**src/rtl/dcm_lock_ctrl.sv**
```systemverilog
// dcm_lock_ctrl: sequences DCM_SP reset, lock qualification, settle delay, retries and fault for the system reset
module dcm_lock_ctrl #(
  parameter int RST_HOLD     = 8,
  parameter int LOCK_TIMEOUT = 65535,
  parameter int SETTLE       = 1024,
  parameter int MAX_RETRY    = 7
) (
  input  logic       CLK_IN1,
  input  logic       RST,
  input  logic       DCM_LOCKED,
  input  logic [7:0] DCM_STATUS,
  output logic       DCM_RST,
  output logic       SYS_RST,
  output logic       READY,
  output logic       FAULT,
  output logic [2:0] RETRY_CNT
);
  typedef enum logic [2:0] {S_RESET_DCM, S_WAIT_LOCK, S_SETTLE, S_RUN, S_FAULT} state_t;
  state_t state, state_n;
  logic [15:0] cnt, cnt_n, cnt_inc;
  logic [2:0] retry_n;
  logic lock_m, lock_s, clk_stop, fail;
  logic status_unused;
  assign clk_stop = DCM_STATUS[1];
  assign status_unused = ^{DCM_STATUS[7:2], DCM_STATUS[0]};
  assign cnt_inc = (cnt == 16'hffff) ? cnt : cnt + 16'd1;
  // next state, shared state timer and retry count; a lost lock or stopped CLKIN beats a completed settle
  always_comb begin
    state_n = state;
    cnt_n   = cnt_inc;
    retry_n = RETRY_CNT;
    fail    = 1'b0;
    case (state)
      S_RESET_DCM: if (cnt == 16'(RST_HOLD - 1)) begin
        state_n = S_WAIT_LOCK;
        cnt_n   = '0;
      end
      S_WAIT_LOCK: if (lock_s) begin
        state_n = S_SETTLE;
        cnt_n   = '0;
      end else fail = (cnt == 16'(LOCK_TIMEOUT - 1));
      S_SETTLE: if (!lock_s || clk_stop) fail = 1'b1;
      else if (cnt == 16'(SETTLE - 1)) begin
        state_n = S_RUN;
        cnt_n   = '0;
        retry_n = '0;
      end
      S_RUN: begin
        cnt_n   = '0;
        state_n = (!lock_s || clk_stop) ? S_RESET_DCM : S_RUN;
      end
      S_FAULT: cnt_n = '0;
      default: begin
        state_n = S_RESET_DCM;
        cnt_n   = '0;
      end
    endcase
    if (fail) begin
      cnt_n   = '0;
      state_n = (RETRY_CNT == 3'(MAX_RETRY)) ? S_FAULT : S_RESET_DCM;
      retry_n = (RETRY_CNT == 3'(MAX_RETRY)) ? RETRY_CNT : RETRY_CNT + 3'd1;
    end
  end
  // state, synchronizer and outputs registered from the next state so they change with the state
  always_ff @(posedge CLK_IN1) begin
    if (RST) begin
      state     <= S_RESET_DCM;
      cnt       <= '0;
      lock_m    <= 1'b0;
      lock_s    <= 1'b0;
      RETRY_CNT <= '0;
      DCM_RST   <= 1'b1;
      SYS_RST   <= 1'b1;
      READY     <= 1'b0;
      FAULT     <= 1'b0;
    end else begin
      state     <= state_n;
      cnt       <= cnt_n;
      lock_m    <= DCM_LOCKED;
      lock_s    <= lock_m;
      RETRY_CNT <= retry_n;
      DCM_RST   <= (state_n == S_RESET_DCM) || (state_n == S_FAULT);
      SYS_RST   <= state_n != S_RUN;
      READY     <= state_n == S_RUN;
      FAULT     <= state_n == S_FAULT;
    end
  end
endmodule

```
**config.mk**
```make
export PLATFORM = sky130hd
export DESIGN_NAME = dcm_lock_ctrl
export DESIGN_NICKNAME = d
export VERILOG_FILES = /design/src/rtl/dcm_lock_ctrl.sv
export SDC_FILE = /design/constraint.sdc
export NUM_CORES = 1
export LEC_CHECK = 0
export BUFFER_PORTS_ARGS = -buffer_cell sky130_fd_sc_hd__buf_2
export CAP_MARGIN = 10
export CORE_MARGIN = 3
export CORE_UTILIZATION = 56
export DETAILED_ROUTE_END_ITERATION = 16
export PLACE_DENSITY = 0.79
export SLEW_MARGIN = 25
export SYNTH_ARGS = -nofsm -noshare
export SYNTH_HDL_FRONTEND = slang
export SYNTH_SLANG_ARGS = --single-unit
export TNS_END_PERCENT = 1
```
**constraint.sdc**
```tcl
create_clock -name CLK_IN1 -period 2.3 [get_ports CLK_IN1]
set_clock_uncertainty 0.05 [all_clocks]
set_input_delay 0.345 -clock CLK_IN1 [delete_from_list [all_inputs] [get_ports CLK_IN1]]
set_output_delay 0.345 -clock CLK_IN1 [all_outputs]
set_load 0.01 [all_outputs]
```
==> reports/metrics.yaml <==
cp-end-kind: "flip-flop"
fmaxAchievable_mhz: 457
cts_sinks: 28
min_from: "DCM_LOCKED"
synth_area_leaders: "dfxtp_1, xnor2_1, nor2_1"
rsz0062_at_grt: "false"
leakagePower_nw: 0.547
drive_above_1_share: 0.150
dp_hpwl_um: 2030
fin_crit_sh: 0.952
cts_made_buffers: 3
initial_core_util: 0.604
cts.path.max_buffers: 2
r2r_setup_slack_ns: 0.11
yosysWarnings: 0
drt_first_pass_iters: 4
drtIter0Drc: 21
cp-start-kind: "flip-flop"
dieWidth_um: 55.6
clkLatencyLatePin_ns: 0.33
post_cts_buffers: 0
synth_top_cells_by_count: "dfxtp_1, nor2_1, nand2_1"
numPortBuffers: 10
setup-tns-final_ns: 0
diodes: 0
critical_path_peak_fanout: 7
drt-wirelength-per-cell_um: 13.5
ir_drop_mv: 0.392
grt_usage: 0.187
yosysSeqAreaShare: 0.408
cts.hold.buffers_added: 0
core_um2: 2280
rr_worst_depth: 5
reg2reg_from: "state[0]"
criticalPathCategory: "reg -> reg"
clk_pin_slew_ns: 0.15
power.density_nw_per_um2: 563
place.gp.congestion: 0.844
min_delay_worst_endpoint: "lock_m"
syn_nets: 169
fp.dieArea_um2: 3090
critPathArrivalTime_ns: 2.39
holdPathStages: 2
synth_edf_count: 0
async_flop_share: 0
ys.flop_type: "dfxtp_1"
min_path_type: "in -> reg"
r2r_end: "RETRY_CNT[1]"
yosysTopAreaCell: "dfxtp_1"
synth.avg_cell_area_um2: 8.93
clock-root-buffer: "clkbuf_4"
grt_pass1_wl_um: 4830
hold_violations: 0
status: "completed"
final_area_um2: 1520
cts-htree-levels: 1
place_area_um2: 1460
syn_inst: 154
path_delay_family: "simple AND/OR/NAND/NOR gates"
ys_ff_latch: 28
synth_area_um2: 1380
cp.required_ns: 2.50
drt.antenna.violating_nets: 0
maxCapViolCount: 0
yosysTopAreaCellShare: 0.408
final_net_count: 183
finalSetupViolCount: 0
max_stage_delay_ns: 0.50
grt_antenna_before_repair: 0
fin_crit_ns: 2.19
cts_tree: "done"
grt_max_degree: 17
synth_most_common_cell: "dfxtp_1"
syn_to_final_growth_pct: 10.2
relSlewSlack: 0.696
grt-ovfl-total: 0
avgViaCountPerCell: 5.93
synth.distinct_cells: 41
cpMaxStageDelayCell: "or4b_4"
crit_chain: "or4b_4 > or3_4 > o21a_1 > or2_4 > a41o_1"
post_cts_resized: 0
drc: 0
chipHeight_um: 55.6
io_pins: 18
worst-path-buf-inv: 0
wirelength_um: 2630
grt_pass1_vias: 1096
slew_viol_final: 0
rows: 17
vias: 1157
worst_pin_slew_ns: 0.454
holdWs_ns: 0.166
==> area by class of cell <==
cell class	instances	area (um2)
Sequential cell	28	561
Inverter	3	11.3
Tap cell	28	35.0
Clock buffer	3	22.5
Multi-Input combinational cell	118	776
Clock inverter	1	30.0
Fill cell	185	761
Timing Repair Buffer	14	80.1
==> state kept, by name, summed over array words and instances, names as in the netlist <==
register and count:
READY 1, state 3, lock_s 1, FAULT 1, DCM_RST 1, SYS_RST 1, RETRY_CNT 3, cnt 16
lock_m 1
==> report_power, final <==
group	switching, mW	leakage, nW	internal [mW]	total, mW
clock	0.141	0.0279	0.176	0.318
sequential	0.00804	0.227	0.493	0.501
combinational	0.0191	0.292	0.0157	0.0349
==> how the worst max path moves through the flow <==
stage / from / depth (start not counted) / endpoint / slack (ns)
6_report: state[0] / 5 / RETRY_CNT[1] / 0.11
2_1_floorplan: state[1] / 6 / RETRY_CNT[1] / 0.18
5_1_grt: cnt[0] / 6 / READY / 0.02
3_5_place_dp: state[0] / 5 / RETRY_CNT[1] / 0.13
4_1_cts: state[0] / 5 / RETRY_CNT[1] / 0.11
3_3_place_gp: state[0] / 5 / RETRY_CNT[1] / 0.17
==> kinds of logic after synthesis <==
group | synth area share
compound gates | 0.141
fa+ha+maj | 0.0364
simple gates | 0.302
flops | 0.408
xor+xnor | 0.0701
mux | 0.0146
buf+inv | 0.0282
==> metrics by stage <==
stage                     total power, mW  instances  setup WS, ns  utilization
after floorplan                     0.534        154         0.176            -
after global placement              0.544        191         0.166        0.643
after detailed placement            0.546        191         0.133        0.643
after CTS                           0.863        195         0.109        0.666
after global routing                0.883        195        0.0194        0.666
final                               0.853        195         0.110        0.666
==> cell usage in the layout, fill, tap and decap left out, types with 2 or more instances in the layout <==
cell type	instances
nor3b_1	3
and3_1	2
nor3_1	3
nand2_1	10
o2111ai_1	2
nand4_1	5
and2_1	2
and4_1	4
or2_2	2
nor2b_1	2
o21a_1	2
xor2_1	2
mux2i_1	2
buf_2	10
or3_1	2
o21ai_0	3
ha_1	4
a31oi_1	3
nor2_1	18
inv_1	3
dfxtp_1	28
a21oi_1	7
clkbuf_4	3
a211oi_1	5
xnor2_1	9
nand2b_1	3
nand3_1	7
nor4b_1	4
buf_4	4
==> metal layers <==
metal  vias to the layer above  routed length, um  GRT usage
li1                        588                  -          -
met1                       546               1280      0.251
met2                        21               1230      0.319
met3                         2                 91     0.0210
met4                         0                 23     0.0417
met5                         -                  0          0
Power figures use the tool's default switching activity.
